==> src/rtl/e203_lsu_icb_splt.sv <==
// LSU ICB splitter: routes upstream commands to DTCM, ITCM or BIU by address region
// and returns responses in order from the single target currently being served.
module e203_lsu_icb_splt #(
  parameter int OUTS_DEPTH = 2
) (
  input  logic        clk,
  input  logic        rst_n,
  input  logic [31:0] dtcm_region_indic,
  input  logic [31:0] itcm_region_indic,

  input  logic        i_icb_cmd_valid,
  output logic        i_icb_cmd_ready,
  input  logic [31:0] i_icb_cmd_addr,
  input  logic        i_icb_cmd_read,
  input  logic [31:0] i_icb_cmd_wdata,
  input  logic [3:0]  i_icb_cmd_wmask,
  input  logic [1:0]  i_icb_cmd_size,
  output logic        i_icb_rsp_valid,
  input  logic        i_icb_rsp_ready,
  output logic        i_icb_rsp_err,
  output logic [31:0] i_icb_rsp_rdata,

  output logic        dtcm_icb_cmd_valid,
  input  logic        dtcm_icb_cmd_ready,
  output logic [31:0] dtcm_icb_cmd_addr,
  output logic        dtcm_icb_cmd_read,
  output logic [31:0] dtcm_icb_cmd_wdata,
  output logic [3:0]  dtcm_icb_cmd_wmask,
  output logic [1:0]  dtcm_icb_cmd_size,
  input  logic        dtcm_icb_rsp_valid,
  output logic        dtcm_icb_rsp_ready,
  input  logic        dtcm_icb_rsp_err,
  input  logic [31:0] dtcm_icb_rsp_rdata,

  output logic        itcm_icb_cmd_valid,
  input  logic        itcm_icb_cmd_ready,
  output logic [31:0] itcm_icb_cmd_addr,
  output logic        itcm_icb_cmd_read,
  output logic [31:0] itcm_icb_cmd_wdata,
  output logic [3:0]  itcm_icb_cmd_wmask,
  output logic [1:0]  itcm_icb_cmd_size,
  input  logic        itcm_icb_rsp_valid,
  output logic        itcm_icb_rsp_ready,
  input  logic        itcm_icb_rsp_err,
  input  logic [31:0] itcm_icb_rsp_rdata,

  output logic        biu_icb_cmd_valid,
  input  logic        biu_icb_cmd_ready,
  output logic [31:0] biu_icb_cmd_addr,
  output logic        biu_icb_cmd_read,
  output logic [31:0] biu_icb_cmd_wdata,
  output logic [3:0]  biu_icb_cmd_wmask,
  output logic [1:0]  biu_icb_cmd_size,
  input  logic        biu_icb_rsp_valid,
  output logic        biu_icb_rsp_ready,
  input  logic        biu_icb_rsp_err,
  input  logic [31:0] biu_icb_rsp_rdata,

  output logic [1:0]  outs_cnt
);

  localparam logic [1:0] TGT_DTCM = 2'b00;
  localparam logic [1:0] TGT_ITCM = 2'b01;
  localparam logic [1:0] TGT_BIU  = 2'b10;
  localparam logic [1:0] DEPTH    = 2'(OUTS_DEPTH);

  logic [1:0] r_outs_cnt;
  logic [1:0] r_cur_tgt;

  logic [1:0] w_tgt;
  logic       w_allowed;
  logic       w_tgt_ready;
  logic       w_cmd_hs;
  logic       w_rsp_hs;
  logic       w_active;

  // DTCM is checked first so it wins when both regions alias
  always_comb begin
    w_tgt = TGT_BIU;
    if (i_icb_cmd_addr[31:16] == dtcm_region_indic[31:16]) begin
      w_tgt = TGT_DTCM;
    end else if (i_icb_cmd_addr[31:16] == itcm_region_indic[31:16]) begin
      w_tgt = TGT_ITCM;
    end
  end

  // Allowance uses the registered count, so a target switch always waits one cycle after draining
  assign w_allowed = (r_outs_cnt < DEPTH) &&
                     ((r_outs_cnt == 2'd0) || (w_tgt == r_cur_tgt));

  always_comb begin
    case (w_tgt)
      TGT_DTCM: w_tgt_ready = dtcm_icb_cmd_ready;
      TGT_ITCM: w_tgt_ready = itcm_icb_cmd_ready;
      default:  w_tgt_ready = biu_icb_cmd_ready;
    endcase
  end

  assign i_icb_cmd_ready    = w_allowed & w_tgt_ready;
  assign dtcm_icb_cmd_valid = i_icb_cmd_valid & w_allowed & (w_tgt == TGT_DTCM);
  assign itcm_icb_cmd_valid = i_icb_cmd_valid & w_allowed & (w_tgt == TGT_ITCM);
  assign biu_icb_cmd_valid  = i_icb_cmd_valid & w_allowed & (w_tgt == TGT_BIU);

  assign dtcm_icb_cmd_addr  = i_icb_cmd_addr;
  assign dtcm_icb_cmd_read  = i_icb_cmd_read;
  assign dtcm_icb_cmd_wdata = i_icb_cmd_wdata;
  assign dtcm_icb_cmd_wmask = i_icb_cmd_wmask;
  assign dtcm_icb_cmd_size  = i_icb_cmd_size;
  assign itcm_icb_cmd_addr  = i_icb_cmd_addr;
  assign itcm_icb_cmd_read  = i_icb_cmd_read;
  assign itcm_icb_cmd_wdata = i_icb_cmd_wdata;
  assign itcm_icb_cmd_wmask = i_icb_cmd_wmask;
  assign itcm_icb_cmd_size  = i_icb_cmd_size;
  assign biu_icb_cmd_addr   = i_icb_cmd_addr;
  assign biu_icb_cmd_read   = i_icb_cmd_read;
  assign biu_icb_cmd_wdata  = i_icb_cmd_wdata;
  assign biu_icb_cmd_wmask  = i_icb_cmd_wmask;
  assign biu_icb_cmd_size   = i_icb_cmd_size;

  assign w_active = (r_outs_cnt != 2'd0);

  // With nothing outstanding, responses are neither forwarded nor acknowledged
  always_comb begin
    i_icb_rsp_valid    = 1'b0;
    i_icb_rsp_err      = 1'b0;
    i_icb_rsp_rdata    = 32'd0;
    dtcm_icb_rsp_ready = 1'b0;
    itcm_icb_rsp_ready = 1'b0;
    biu_icb_rsp_ready  = 1'b0;
    if (w_active) begin
      case (r_cur_tgt)
        TGT_DTCM: begin
          i_icb_rsp_valid    = dtcm_icb_rsp_valid;
          i_icb_rsp_err      = dtcm_icb_rsp_err;
          i_icb_rsp_rdata    = dtcm_icb_rsp_rdata;
          dtcm_icb_rsp_ready = i_icb_rsp_ready;
        end
        TGT_ITCM: begin
          i_icb_rsp_valid    = itcm_icb_rsp_valid;
          i_icb_rsp_err      = itcm_icb_rsp_err;
          i_icb_rsp_rdata    = itcm_icb_rsp_rdata;
          itcm_icb_rsp_ready = i_icb_rsp_ready;
        end
        default: begin
          i_icb_rsp_valid    = biu_icb_rsp_valid;
          i_icb_rsp_err      = biu_icb_rsp_err;
          i_icb_rsp_rdata    = biu_icb_rsp_rdata;
          biu_icb_rsp_ready  = i_icb_rsp_ready;
        end
      endcase
    end
  end

  assign w_cmd_hs = i_icb_cmd_valid & i_icb_cmd_ready;
  assign w_rsp_hs = i_icb_rsp_valid & i_icb_rsp_ready;

  always_ff @(posedge clk) begin
    if (!rst_n) begin
      r_outs_cnt <= 2'd0;
      r_cur_tgt  <= TGT_BIU;
    end else begin
      if (w_cmd_hs) begin
        r_cur_tgt <= w_tgt;
      end
      case ({w_cmd_hs, w_rsp_hs})
        2'b10:   r_outs_cnt <= r_outs_cnt + 2'd1;
        2'b01:   r_outs_cnt <= r_outs_cnt - 2'd1;
        default: r_outs_cnt <= r_outs_cnt;
      endcase
    end
  end

  assign outs_cnt = r_outs_cnt;

endmodule

==> config.mk <==
export PLATFORM = sky130hd
export DESIGN_NAME = e203_lsu_icb_splt
export DESIGN_NICKNAME = d
export VERILOG_FILES = /design/src/rtl/e203_lsu_icb_splt.sv
export SDC_FILE = /design/constraint.sdc
export NUM_CORES = 1
export LEC_CHECK = 0
export ABC_CLOCK_PERIOD_IN_PS = 2700
export CAP_MARGIN = 10
export CELL_PAD_IN_SITES_DETAIL_PLACEMENT = 1
export CELL_PAD_IN_SITES_GLOBAL_PLACEMENT = 1
export CORE_AREA = 2 2 196 198
export DETAILED_ROUTE_END_ITERATION = 8
export DIE_AREA = 0 0 198 200
export DONT_BUFFER_PORTS = 1
export PLACE_DENSITY = 0.35
export SYNTH_ARGS = -nofsm -noshare
export SYNTH_HDL_FRONTEND = slang
export SYNTH_SLANG_ARGS = --single-unit
==> constraint.sdc <==
create_clock -name clk -period 2.7 [get_ports clk]
set_input_delay 0.405 -clock clk [delete_from_list [all_inputs] [get_ports clk]]
set_output_delay 0.405 -clock clk [all_outputs]
set_load 0.02 [all_outputs]
After elaboration in Yosys (flattened, before gate mapping)
Cells that the tools add are included.
- input port bits: 244
- output and inout port bits: 256
- register bits: 4
- add/subtract/negate cells: 2
- equal/unequal tests: 8
- reductions and logical operators: 8
- bitwise operators: 7
- magnitude comparators: 1
- mux-type cells: 16
- operators with widths (cell ; count):
    case mux 32 bit (2 select lines) ; 1
    equality test 16 bit ; 2
    two-way mux 32 bit ; 1
    two-way mux 1 bit ; 8
    bitwise AND 1 bit ; 7
    equality test 2 x 1 -> 1 bit (second input constant) ; 3
    zero test 2 bit ; 3
    case mux 1 bit (2 select lines) ; 3
    equality test 2 bit (second input constant) ; 2
    two-way mux 2 bit ; 2
    case mux 2 bit (2 select lines) ; 1
    nonzero test 2 bit ; 2
    adder 2 x 1 -> 2 bit (second input constant) ; 1
    equality test 2 bit ; 1
    < comparator 2 bit (second input constant) ; 1
    OR reduction 2 bit ; 1
    subtractor 2 x 1 -> 2 bit (second input constant) ; 1
    logical AND 1 bit ; 1
    logical OR 1 bit ; 1

Depth between registers and ports, before layout
Gate-level depths: netlist of run 1.
- word-level depth: 10
- depth in mapped cells: 10
- mapped depth without buffers: 10

Least setup slack after synthesis of run 1
Ideal clock, no wire load.
- path type: in2reg
- start point: in itcm_region_indic[17]
- end point: reg r_outs_cnt[1] (netlist: outs_cnt[1])
- setup slack: 350 ps
- arrival time: 2280 ps
- required time: 2630 ps
- library setup time: 70 ps
- stages on the path: 9
- path through: xor2_1 nor4_2 nand4_2 mux2i_1 a21o_1 nand2b_4 ha_1 or3_1 a21boi_1
- word-level cells in the longest chain between the ends: 10
- elaborated cells on any way between the ends: 15
- those cells by class: 5 x eq/ne; 4 x mux; 2 x bitwise; 4 x reduce/logical
- ends and longest elaborated chain (what ; line ; source):
    start, declared ; 9 ; input logic [31:0] itcm_region_indic,
    equality test 16 bit (*) ; 82 ; end else if (i_icb_cmd_addr[31:16] == itcm_region_indic[31:16]) begin
    two-way mux 2 bit (*) ; 82 ;
    two-way mux 2 bit (*) ; 80 ; if (i_icb_cmd_addr[31:16] == dtcm_region_indic[31:16]) begin
    branches (longest 3 deep; another with equality test 2 x 1 -> 1 bit) ; n/a ;
    bitwise AND 1 bit (*) ; 99 ; assign i_icb_cmd_ready = w_allowed & w_tgt_ready;
    bitwise AND 1 bit (*) ; 154 ; assign w_cmd_hs = i_icb_cmd_valid & i_icb_cmd_ready;
    equality test 2 x 1 -> 1 bit / equality test 2 bit (equally long branches) ; 165 ; case ({w_cmd_hs, w_rsp_hs})
    case mux 2 bit (2 select lines) / nonzero test 2 bit (equally long branches) ; n/a ;
    end signal, assigned ; 166 ; 2'b10: r_outs_cnt <= r_outs_cnt + 2'd1;
    end signal, assigned ; 167 ; 2'b01: r_outs_cnt <= r_outs_cnt - 2'd1;
    end signal, assigned ; 168 ; default: r_outs_cnt <= r_outs_cnt;
    end, declared ; 67 ; logic [1:0] r_outs_cnt;
Mark *: on every way between the ends.
A chain may end at the register's enable or synchronous reset.

Worst setup path in the final report of run 1
- start point: in i_icb_cmd_addr[31]
- end point: out dtcm_icb_cmd_valid
- word-level cells in the longest chain between the ends: 8
- elaborated cells on any way between the ends: 10
- those cells by class: 3 x eq/ne; 2 x mux; 2 x bitwise; 3 x reduce/logical
- ends and longest elaborated chain (what ; line ; source):
    start, declared ; 13 ; input logic [31:0] i_icb_cmd_addr,
    equality test 16 bit ; 82 ;
    two-way mux 2 bit ; 82 ;
    two-way mux 2 bit (*) ; 80 ;
    equality test 2 bit ; 89 ; ((r_outs_cnt == 2'd0) || (w_tgt == r_cur_tgt));
    logical OR 1 bit ; 89 ;
    logical AND 1 bit ; 88 ; assign w_allowed = (r_outs_cnt < DEPTH) &&
    bitwise AND 1 bit ; 100 ; assign dtcm_icb_cmd_valid = i_icb_cmd_valid & w_allowed & (w_tgt == TGT_DTCM);
    bitwise AND 1 bit (*) ; 100 ;
    end, declared ; 23 ; output logic dtcm_icb_cmd_valid,
Every way passes the cells marked *; elsewhere a longest branch is shown, timed or not.

==> results.cfg, run 1 <==
[setup_path]
worst_ep_arrival_time_ns = 2.09
crit_required_ns = 2.30
cpLargestDelayFamily = simple AND/OR/NAND/NOR gates
path_max_fanout = 9
ff2ff_setup_slack_ns = 0.34
timing.critical_path.slowest_stage_cell = nor4_2
path_buf_inv = 1
end_kind = primary output
worst_setup_path_start_kind = primary input
max_stage_delay_ns = 0.40
worstSetupPathType = primary input to primary output
cp_cell_sequence = xor2_1, nor4_2, nand4_2, nor2_1, a21oi_1, o21a_1, nor3_1, buf_4

[floorplanning]
die_y_um = 200
num_rows = 71
top_level_ports = 500
design.die.area_um2 = 39600
core_area_um2 = 37400
fp.dieW_um = 198
start_util_pct = 8.57

[power_and_ir_drop]
leakage_component_of_the_power_nw = 0.642
pwr-share-clk_pct = 24.2
ir_worst_vdd_mv = 0.217
p_sw_uw = 527
power_density_nw_per_um2 = 403
share_seq_of_total_power_pct = 8.7
power.share.switching_pct = 55.9
total_power_uw = 943
intPower_uw = 416
power.combinational.fraction_pct = 67.1

[logic_synthesis]
synth_area_leaders = buf_4 50%, mux2i_1 11%, xor2_1 8.7%
ys_warn_count = 0
yosysUniqueCellTypes = 34
post_synth_inst_count = 455
yosys.cell_count.top_type = buf_4
combinational_family_with_the_most_area_after_synthesis = buffers and inverters
post_synth_fa_ha_maj_area_fraction_pct = 0.390
number_of_flops_mapped_to_enable_cells_by_yosys = 0
synthDominantAreaCellType = buf_4
seq_area_frac_synth_pct = 2.50
avgSynthCellArea_um2 = 7.05
syn_area_um2 = 3210
synth.area.mux_share_pct = 11.2
synth.net_count = 700
number_of_storage_elements_in_the_synthesis_netlist = 4
synth_largest_type_area_fraction_pct = 49.9
xor_xnor_portion_of_the_synthesized_cell_area_pct = 9.29
synth-compound-area-share_pct = 7.61
ys_dominant_reg_cell = dfxtp_1
post_synth_and_or_nand_nor_area_fraction_pct = 16.7
post_synth_arst_share_pct = 0
yosys-top-cells-count = 213 x buf_4, 73 x nor2_1, 36 x mux2i_1, 35 x a21oi_1, 32 x xor2_1

[final_layout]
stdcell_area_um2 = 2340
area_grow_syn2layout_pct = -27.0
final.fill_count = 4486
layout-drive-gt1-share_pct = 13.0
finish.net_count = 486
n_antenna_cell = 0

[run_status]
run_status = finished clean

[global_route]
wire_length_of_the_first_global_routing_pass_um = 12900
grt_start_max_net_pins = 51
grt_pass1_vias = 1816
globalRoute.totalOverflow = 0
grt_antenna_before_repair = 0
grt_util_overall_pct = 4.50

[run]
maxCapViolations = 0

[sta]
final.hold.worst_slack_ns = 0.303
final-setup-viol-count = 0
layout_min_cycle_time_ns = 2.49
slew_at_the_pin_closest_to_its_max_slew_limit_ns = 0.982
slew_headroom_pct = 34.5
slew_viol_final = 0
max_freq_ghz = 0.402
grt_setup_unrepaired = false
final.setup.tns_ns = 0
worst_clock_skew_ns = 0.00238
final_min_period_over_clock_period_pct = 92.2
timing_hold_violations_final = 0

[place]
routabilityCongestion = 0.688
numPortBuffers = 0
post-dp-hpwl_um = 8970
detailed_place.area_um2 = 2260

[detailed_routing]
routed_via_density = 2.51
route.final.wire_length_um = 10200
detail_route.drc_violations = 0
drt_iter0_drc = 41
num_vias = 1885
drt_pass_1_iters = 4
ant_nets = 0
wl_per_cell_um = 13.6

[clock_network]
ctsHtreeMaxLevel = 1
cts.root.buffer_cell = clkbuf_16
clock_sink_count = 4
post_cts_hold_buffer_count = 0
post_cts_resized = 0
cts_tree = yes
worst_setup_hold_path_clk_slew_ns = 0.03
cts_setup_buffers = 0
worstSkewPairLatency_ns = 0.22
tritoncts.num_buffers = 3
max-clock-path-buffers = 2

[min_path]
min_path_type = primary input to register
-- final cells by class --
class	instances	area (um^2)	share of cell area, %
tap	511	639	27.3
timing repair buffer	11	82.6	3.53
inverter	1	3.75	0.160
multi-input combinational	220	1460	62.2
clock buffer	3	75.1	3.21
sequential	4	82.6	3.53
-- final timing paths --
kind / cells past startpoint / startpoint / end
hold / removal: 1 / rst_n / outs_cnt[0]
setup reg to reg: 6 / outs_cnt[1] / outs_cnt[1]
hold reg to reg: 2 / r_cur_tgt[0] / r_cur_tgt[0]
setup / recovery: 8 / i_icb_cmd_addr[31] / dtcm_icb_cmd_valid
-- state kept, by name (all words and copies together) (netlist names) --
signal	flops
outs_cnt	2
r_cur_tgt	2
-- worst reg2reg max path, cell delays in order (launching register included) --
cell,delay [ns]
dfxtp_1,0.33
nor2_4,0.73
nor2_1,0.18
and2_1,0.24
ha_1,0.32
or3_1,0.35
a21boi_1,0.14
-- power by group through the flow --
stage / clock, mW / combinational (mW) / sequential (mW)
floorplan: 0 / 0.955 / 0.0863
global placement: 0 / 0.659 / 0.0836
detailed placement: 0 / 0.661 / 0.0838
CTS: 0.233 / 0.663 / 0.0830
global route: 0.238 / 0.702 / 0.0847
finish: 0.228 / 0.633 / 0.0818
-- metrics by stage --
stage | instances | util [%] | worst slack [ns]
after floorplan | 455 | - | 0.350
after global placement | 747 | 6.06 | 0.0861
after detailed placement | 747 | 6.06 | 0.0500
after CTS | 750 | 6.26 | 0.139
after global routing | 750 | 6.26 | 0.0137
final | 750 | 6.26 | 0.210
-- logic make-up (layout without fill, tap and decap cells) --
family,after synthesis,in the layout
AOI/OAI and AO/OA,45,45
adders and majority gates,1,1
DFF,4,4
and+or+nand+nor,104,104
xor gates and xnor gates,34,34
muxes,36,36
buffers and inverters,231,15
-- routing by layer --
metal / vias up / GRT usage (%) / wire (um)
li1: 824 / - / -
met1: 846 / 5.26 / 3870
met2: 153 / 6.89 / 4630
met3: 62 / 1.83 / 1140
met4: 0 / 2.78 / 539
met5: - / 0 / 0
-- cell usage in the layout, fill, tap and decap left out, drive strengths merged --
cell	count
nand2	3
nand3	2
o21a	2
o22a	1
a21boi	2
nor4	8
a21oi	35
or3	2
buf	11
mux2i	36
nor2	73
nand4	2
nand3b	1
o21ai	3
dfxtp	4
xnor2	2
nor3b	2
nor2b	1
xor2	32
nor3	4
a211oi	1
a21o	1
nand2b	3
ha	1
inv	1
and2	3
clkbuf	3
Power figures use the tool's default switching activity.
==> inputs of run 2 (changes only) <==
--- a/config.mk
+++ b/config.mk
@@ -5,7 +5,7 @@
 export SDC_FILE = /design/constraint.sdc
 export NUM_CORES = 1
 export LEC_CHECK = 0
-export ABC_CLOCK_PERIOD_IN_PS = 2700
+export ABC_CLOCK_PERIOD_IN_PS = 2600
 export CAP_MARGIN = 10
 export CELL_PAD_IN_SITES_DETAIL_PLACEMENT = 1
 export CELL_PAD_IN_SITES_GLOBAL_PLACEMENT = 1
@@ -13,6 +13,7 @@
 export DETAILED_ROUTE_END_ITERATION = 8
 export DIE_AREA = 0 0 198 200
 export DONT_BUFFER_PORTS = 1
+export MAX_ROUTING_LAYER = met4
 export PLACE_DENSITY = 0.35
 export SYNTH_ARGS = -nofsm -noshare
 export SYNTH_HDL_FRONTEND = slang
==> constraint.sdc (replaced) <==
create_clock -name clk -period 2.6 [get_ports clk]
set_input_delay 0.39 -clock clk [delete_from_list [all_inputs] [get_ports clk]]
set_output_delay 0.39 -clock clk [all_outputs]
set_load 0.02 [all_outputs]
==> results.cfg, run 2 (same netlist as run 1, synthesis figures left out) <==
[run_status]
run_status = finished clean

[power_and_ir_drop]
pwr-share-clk_pct = 23.0
leakage_component_of_the_power_nw = 0.675
power.combinational.fraction_pct = 67.6
ir_worst_vdd_mv = 0.200
power.share.switching_pct = 57.7
intPower_uw = 440
power_density_nw_per_um2 = 434
p_sw_uw = 601
total_power_mw = 1.04
share_seq_of_total_power_pct = 9.4

[final_layout]
finish.net_count = 494
layout-drive-gt1-share_pct = 15.8
stdcell_area_um2 = 2400
seq_area_um2 = 82.6
multi_input_combinational_cell_area_um2 = 1460
most-common-layout-cells = 72 x nor2_1, 36 x mux2i_1, 35 x a21oi_1
final.fill_count = 4508
fin_util_pct = 6.41
area_grow_syn2layout_pct = -25.2
layout.cells.most_common = nor2_1
n_antenna_cell = 0

[setup_path]
worst_ep_arrival_time_ns = 2.07
worst_setup_path_start_kind = primary input
crit_required_ns = 2.21
path_max_fanout = 8
end_kind = primary output
worstSetupPathType = primary input to primary output

[global_route]
grt_antenna_before_repair = 0
grt_pass1_vias = 1867
globalRoute.totalOverflow = 0
grt_start_max_net_pins = 51
grt_util_overall_pct = 4.70
wire_length_of_the_first_global_routing_pass_um = 13100

[detailed_routing]
wl_per_cell_um = 14.5
ant_nets = 0
drt_pass_1_iters = 4
num_vias = 1926
drt_iter0_drc = 32
route.final.wire_length_um = 11000
detail_route.drc_violations = 0
routed_via_density = 2.54

[sta]
final_min_period_over_clock_period_pct = 94.7
timing_hold_violations_final = 0
grt_setup_unrepaired = true
final.setup.tns_ns = 0
layout_min_cycle_time_ns = 2.46
worst_clock_skew_ns = 0.000555
slew_headroom_pct = 14.5
final-setup-viol-count = 0
slew_viol_final = 0
timing.final.ws_setup_ns = 0.138
max_freq_ghz = 0.406
slew_at_the_pin_closest_to_its_max_slew_limit_ns = 1.28

[clock_network]
max-clock-path-buffers = 2
ctsHtreeMaxLevel = 1
worst_setup_hold_path_clk_slew_ns = 0.03
cts_tree = yes
cts.root.buffer_cell = clkbuf_16
post_cts_hold_buffer_count = 0
tritoncts.num_buffers = 3
clock_sink_count = 4
worstSkewPairLatency_ns = 0.22

[place]
post-dp-hpwl_um = 9020
preCtsSetupSlack_ns = 0.0503
numPortBuffers = 0
detailed_place.area_um2 = 2290
routabilityCongestion = 0.676

[min_path]
min_path_type = primary input to register

[floorplanning]
start_util_pct = 8.57
num_rows = 71
top_level_ports = 500
fp.dieW_um = 198
design.die.area_um2 = 39600
core_area_um2 = 37400
die_y_um = 200

[run]
maxCapViolations = 0
[run 2: changes by cell type in the layout (fill, tap and decap cells not counted), sizes merged]
cell  delta
nor2     +1
buf      +7
[run 2: power groups by stage]
stage,registers [mW],logic [mW],clock network [mW]
4_1_cts,0.0859,0.694,0.243
3_3_place_gp,0.0869,0.691,0
5_1_grt,0.104,0.765,0.249
6_report,0.0980,0.703,0.240
3_5_place_dp,0.0867,0.693,0
2_1_floorplan,0.0896,0.992,0
[run 2: path summary, 6_finish.rpt]
check / from / end / slack, ns / cells after the start
max: i_icb_cmd_addr[27] / i_icb_cmd_ready / 0.14 / 8
min: rst_n / outs_cnt[0] / 0.29 / 1
max reg2reg: outs_cnt[1] / outs_cnt[1] / 0.30 / 8
min reg2reg: r_cur_tgt[0] / r_cur_tgt[0] / 0.55 / 2
[run 2: critical path, cell delays in order]
cell and delay (ns):
xor2_1 0.15, nor4_2 0.38, nand4_2 0.25, nor2_1 0.15, a21oi_1 0.06, o21a_1 0.21, nor3_1 0.28, buf_4 0.20
[run 2: metrics by stage]
stage,hold slack (ns),std cells
after CTS,0.292,754
after detailed placement,0.522,751
final,0.294,758
after floorplan,0.512,455
after global placement,0.515,751
after global routing,0.311,758
[run 2: routing by layer]
metal | global-route usage [%] | part of all wire (%) | vias up
met5 | - | 0 | -
li1 | - | - | 838
met4 | 3.12 | 5.3 | 0
met3 | 1.86 | 11 | 70
met2 | 6.85 | 46 | 153
met1 | 5.31 | 38 | 865
[run 2: final cells by class]
type | count | share of cell area (%)
multi-input combinational | 221 | 61.0
tap | 511 | 26.7
timing repair buffer | 18 | 5.63
sequential | 4 | 3.44
clock buffer | 3 | 3.13
inverter | 1 | 0.156
[run 2: repair_timing]
action / 4_1_cts / 5_1_grt
setup buffers: 0 / 3
setup endpoints to repair: 0 / 3
resized for setup: 0 / 0
endpoints found under the hold margin: 0 / 0
